$ cat config.mk
export PLATFORM = sky130hd
export DESIGN_NAME = serial_operand_loader
export DESIGN_NICKNAME = d
export VERILOG_FILES = /design/src/rtl/size_explore_pkg.sv /design/src/rtl/operand_shift_reg.sv /design/src/rtl/serial_operand_loader.sv
export SDC_FILE = /design/constraint.sdc
export NUM_CORES = 1
export LEC_CHECK = 0
export CAP_MARGIN = 40
export CORE_UTILIZATION = 54
export CTS_CLUSTER_DIAMETER = 150
export DETAILED_ROUTE_END_ITERATION = 8
export PLACE_DENSITY = 0.78
export RECOVER_POWER = 100
export SYNTH_ARGS = -nofsm -noshare
export SYNTH_HDL_FRONTEND = slang
export SYNTH_SLANG_ARGS = --single-unit
export TNS_END_PERCENT = 50
$ cat constraint.sdc
create_clock -name clk -period 2.43 [get_ports clk]
set_clock_uncertainty 0.05 [all_clocks]
set_input_delay 0.729 -clock clk [delete_from_list [all_inputs] [get_ports clk]]
set_output_delay 0.729 -clock clk [all_outputs]
set_load 0.03 [all_outputs]
$ cat src/rtl/size_explore_pkg.sv
// Shared definitions for the size-exploration datapath front end.
// Holds the FSM state encoding and the operand width limits.
package size_explore_pkg;

    localparam int DEFAULT_WIDTH = 6;
    localparam int MAX_WIDTH     = 32;

    typedef enum logic {
        ST_IDLE  = 1'b0,
        ST_SHIFT = 1'b1
    } state_t;

endpackage

$ cat src/rtl/operand_shift_reg.sv
// Serial-in/parallel-out operand shifter. It stores only the upper WIDTH-1 bits;
// next_value appends the bit on the wire, giving the full operand on the cycle that carries bit 0.
module operand_shift_reg
    import size_explore_pkg::*;
#(
    parameter int WIDTH = DEFAULT_WIDTH
) (
    input  logic             clk,
    input  logic             reset,
    input  logic             shift_en,
    input  logic             load_first,
    input  logic             bit_in,
    output logic [WIDTH-1:0] next_value
);

    logic [WIDTH-2:0] sr_reg;
    logic [WIDTH-2:0] shift_next;
    logic [WIDTH-2:0] first_next;

    genvar gi;
    generate
        for (gi = 0; gi < WIDTH - 1; gi++) begin : g_bit
            if (gi == 0) begin : g_lsb
                assign shift_next[gi] = bit_in;
                assign first_next[gi] = bit_in;
            end else begin : g_upper
                assign shift_next[gi] = sr_reg[gi-1];
                assign first_next[gi] = 1'b0;
            end
        end
    endgenerate

    // A new frame clears any leftover bits so an aborted frame cannot leak through.
    always_ff @(posedge clk) begin
        if (reset) begin
            sr_reg <= '0;
        end else if (load_first) begin
            sr_reg <= first_next;
        end else if (shift_en) begin
            sr_reg <= shift_next;
        end
    end

    assign next_value = {sr_reg, bit_in};

endmodule

$ cat src/rtl/serial_operand_loader.sv
// Framed deserializer for two MSB-first operand streams, presenting each completed
// pair over valid/ready while the next frame shifts in behind it.
module serial_operand_loader
    import size_explore_pkg::*;
#(
    parameter int WIDTH = DEFAULT_WIDTH
) (
    input  logic             clk,
    input  logic             reset,
    input  logic             enable,
    input  logic             start,
    input  logic             bit_a,
    input  logic             bit_b,
    input  logic             clr_ovr,
    output logic [WIDTH-1:0] op_a,
    output logic [WIDTH-1:0] op_b,
    output logic             op_valid,
    input  logic             op_ready,
    output logic             busy,
    output logic             overrun
);

    localparam int CNT_W = $clog2(WIDTH) + 1;
    localparam logic [CNT_W-1:0] LAST_CNT = CNT_W'(WIDTH - 1);
    localparam logic [CNT_W-1:0] ONE_CNT  = CNT_W'(1);

    state_t           state_reg;
    state_t           state_next;
    logic [CNT_W-1:0] cnt_reg;
    logic [CNT_W-1:0] cnt_next;
    logic [WIDTH-1:0] op_a_reg;
    logic [WIDTH-1:0] op_b_reg;
    logic             op_valid_reg;
    logic             busy_reg;
    logic             overrun_reg;

    logic             take_start;
    logic             shift_en;
    logic             frame_done;
    logic             accept_new;
    logic             drop_frame;
    logic [WIDTH-1:0] frame_a;
    logic [WIDTH-1:0] frame_b;

    assign take_start = enable & start;
    assign shift_en   = enable && (state_reg == ST_SHIFT) && !start;
    assign frame_done = enable && (state_reg == ST_SHIFT) && (cnt_reg == LAST_CNT);
    assign accept_new = frame_done && (!op_valid_reg || op_ready);
    assign drop_frame = frame_done && op_valid_reg && !op_ready;

    operand_shift_reg #(.WIDTH(WIDTH)) u_shift_a (
        .clk        (clk),
        .reset      (reset),
        .shift_en   (shift_en),
        .load_first (take_start),
        .bit_in     (bit_a),
        .next_value (frame_a)
    );

    operand_shift_reg #(.WIDTH(WIDTH)) u_shift_b (
        .clk        (clk),
        .reset      (reset),
        .shift_en   (shift_en),
        .load_first (take_start),
        .bit_in     (bit_b),
        .next_value (frame_b)
    );

    // Start wins over completion: on the last bit it both finishes this frame and opens the next.
    always_comb begin
        state_next = state_reg;
        cnt_next   = cnt_reg;
        if (take_start) begin
            state_next = ST_SHIFT;
            cnt_next   = ONE_CNT;
        end else if (frame_done) begin
            state_next = ST_IDLE;
            cnt_next   = '0;
        end else if (shift_en) begin
            cnt_next   = cnt_reg + ONE_CNT;
        end
    end

    always_ff @(posedge clk) begin
        if (reset) begin
            state_reg    <= ST_IDLE;
            cnt_reg      <= '0;
            busy_reg     <= 1'b0;
            op_a_reg     <= '0;
            op_b_reg     <= '0;
            op_valid_reg <= 1'b0;
            overrun_reg  <= 1'b0;
        end else begin
            state_reg <= state_next;
            cnt_reg   <= cnt_next;
            busy_reg  <= (state_next == ST_SHIFT);

            if (accept_new) begin
                op_a_reg     <= frame_a;
                op_b_reg     <= frame_b;
                op_valid_reg <= 1'b1;
            end else if (op_valid_reg && op_ready) begin
                op_valid_reg <= 1'b0;
            end

            if (drop_frame) begin
                overrun_reg <= 1'b1;
            end else if (clr_ovr) begin
                overrun_reg <= 1'b0;
            end
        end
    end

    assign op_a     = op_a_reg;
    assign op_b     = op_b_reg;
    assign op_valid = op_valid_reg;
    assign busy     = busy_reg;
    assign overrun  = overrun_reg;

endmodule

==> summary.md <==
| Metric | Value |
|---|---|
| CP top delay family | buffers and inverters |
| GRT Total Usage | 21.69% |
| Yosys warns | 0 |
| Crit path max-delay cell type | dlygate4sd3_1 |
| H-Tree Depth | 2 |
| Clock Sink Count | 29 |
| Max Cap Viol | 0 |
| Post-DP Area | 1503 um2 |
| First-pass GRT wire length | between 3000 and 4000 um |
| Filler cells | around 180 |
| Site row count | 17 |
| Sum Neg Setup Slack | 0 ns |
| Port bufs | 22 |
| Final Hold Fails | 0 |
| Max Root-Sink Buffers | 2 |
| # diodes | 0 |
| Die ar. | 2509 um2 |
| DIE WIDTH | 50.09 um |
| Final setup vio count | 0 |
| Post-cts sizing count | 0 |
| Ys async rst share | 0% |
| Worst setup SP type | register |
| Post-synth top cells | dfxtp_1 (29), nand2b_1 (25), nand2_1 (17) |
| Synth area leader | dfxtp_1 |
| Antenna violations before repair | 0 |
| Post-synthesis instance total | 135 |
| Syn Nets | 145 |
| Critical path's largest stage delay | 0.77 ns |
| Crit-path max FO | 8 |
| Share of cells above drive strength 1 | 6.250% |
| Initial core utilization | 57.00% |
| Top post-synthesis cells by area | dfxtp_1 (46%), nand2b_1 (13%), mux2i_1 (11%) |
| Later-pin clock latency in the skew report | 0.32 ns |
| DRC | 0 |
| Critical path class | register to output pin |
| Root buf cell | clkbuf_4 |
| PwrDens | 540.8 nW/um2 |
| Pleak | around 0.55 nW |
| Avg WL per Cell | 12.22 um |
| Area of the mapped netlist | ~1200 um2 |
| Worst path buffer plus inverter count | 1 |
| Cell with the most instances after synthesis | dfxtp_1 |
| # hold bufs at CTS | 0 |
| Vias | about 1000 |
| Largest net degree at the start of global routing | 31 |
| Gr ovfl total | 0 |
| Area of the core | 2191 um2 |
| Worst Tran Pin Value | 0.4058 ns |
| Worst path cell trace | dlygate4sd3_1 |
| Worst slew margin | 72.66% |
| Synth Register Bits | 29 |
| 1st-iter DRT viols | 13 |
| Vias in the first global route | 949 |
| Post-synthesis cell type count | 25 |
| Syn Area/Cell | roughly 9 um2 |
| Final ANT Viol Nets | 0 |
| Final worst slack | roughly 0.12 ns |
| Area share of the largest cell type after synthesis | between 40% and 50% |
| Vias per cell | 5.213 |
| Req. time, crit path | 1.65 ns |
| Final WL | around 2300 um |
| Min cycle time layout | 2.315 ns |
| Crit share post-route | a little over nine tenths |
| Crit. End Element | output pin |
| Clk pin slew, worst setup/hold paths | 0.09 ns |
| Post-route cell area | 1524 um2 |
| Fmax achieved | 432.0 MHz |
| Multi-input combinational cell area | 605.6 um2 |
| Worst hold path type | register to register |
| Post-CTS Setup Bufs | 0 |
| Die height | ~50 um |
| Initial DRT Pass Iterations | 4 |
| Critical Path AT | 1.54 ns |
| DP Worst Slack | ~0.19 ns |
| Status | finished clean |
| Number of synthesized flops with an enable pin | 0 |
| Synth Flop Type | dfxtp_1 |
| Sequential area share after synthesis | 46.49% |
| Gpl congestion | 0.7148 |
| Fin nets | 170 |
| Slew Limit Fails | 0 |
| RSZ-0062 raised after global routing | no |
| Max rail drop VDD | 0.0005516 V |
| DP HPWL | 1651 um |
| CTS tree | yes |
| # IOs | 23 |
| Reg area | 580.6 um2 |
| Syn-to-layout area delta | 22.04% |
| Total CTS buffers | 5 |
[final timing paths]
kind / from / endpoint / slack, ns / cells past startpoint
worst max-delay path: busy / busy / 0.12 / 1
worst min-delay path: u_shift_a.sr_reg[4] / u_shift_a.sr_reg[4] / 0.41 / 2
worst max register to register: cnt_reg[0] / op_a[0] / 0.68 / 5
worst min register to register: u_shift_a.sr_reg[4] / u_shift_a.sr_reg[4] / 0.41 / 2
[cell type report]
cell class / count / share of cell area [%]
flip-flops and latches: 29 / 38.10
clock buffers: 7 / 3.612
well taps: 28 / 2.299
inverters: 3 / 0.7389
multi-input cells: 96 / 39.74
repair buffers: 25 / 15.52
[power breakdown]
part / internal [W] / switching (W) / total (W)
logic: 0.0000281 / 0.0000269 / 0.0000549
registers: 0.000480 / 0.00000590 / 0.000486
clock network: 0.000136 / 0.000147 / 0.000284
[logic make-up after synthesis]
kind of cell / count (synthesis) / synth area share (%)
and+or+nand+nor: 57 / 26.15
DFF: 29 / 46.49
AOI/OAI and AO/OA: 23 / 10.32
muxes: 14 / 11.22
buffers and inverters: 10 / 3.807
adders and majority gates: 2 / 2.004
[layer usage]
metal	routed length (um)	vias to the layer above	track usage, %
li1	-	502	-
met2	1133	17	35.56
met4	26	0	7.143
met3	79	5	9.259
met1	1058	456	25.05
met5	0	-	0
[stage by stage]
| stage | power, W | util [%] | cells | hold WS [ns] |
|---|---|---|---|---|
| 2_1_floorplan | 0.0005295 | - | 135 | 0.3868 |
| 4_1_cts | 0.0008380 | 71.10 | 188 | 0.4093 |
| 6_report | 0.0008242 | 69.56 | 188 | 0.4075 |
| 3_5_place_dp | 0.0005538 | 68.59 | 181 | 0.3974 |
| 3_3_place_gp | 0.0005518 | 68.59 | 181 | 0.3941 |
| 5_1_grt | 0.0008616 | 69.56 | 188 | 0.4345 |
[cell usage in the layout (no fill, tap or decap), types with 2 or more instances in the layout]
master,instances
dfxtp_1,29
nand2b_1,25
nand2_1,18
dlygate4sd3_1,16
mux2i_1,14
a21oi_1,13
clkdlybuf4s50_1,6
clkbuf_4,5
o21ai_0,4
inv_1,3
nor2_1,3
and3b_2,2
nand3b_1,2
or3_1,2
o22ai_1,2
nor2b_1,2
ha_1,2
clkbuf_1,2
No activity file was read; power rests on OpenSTA's default activity.
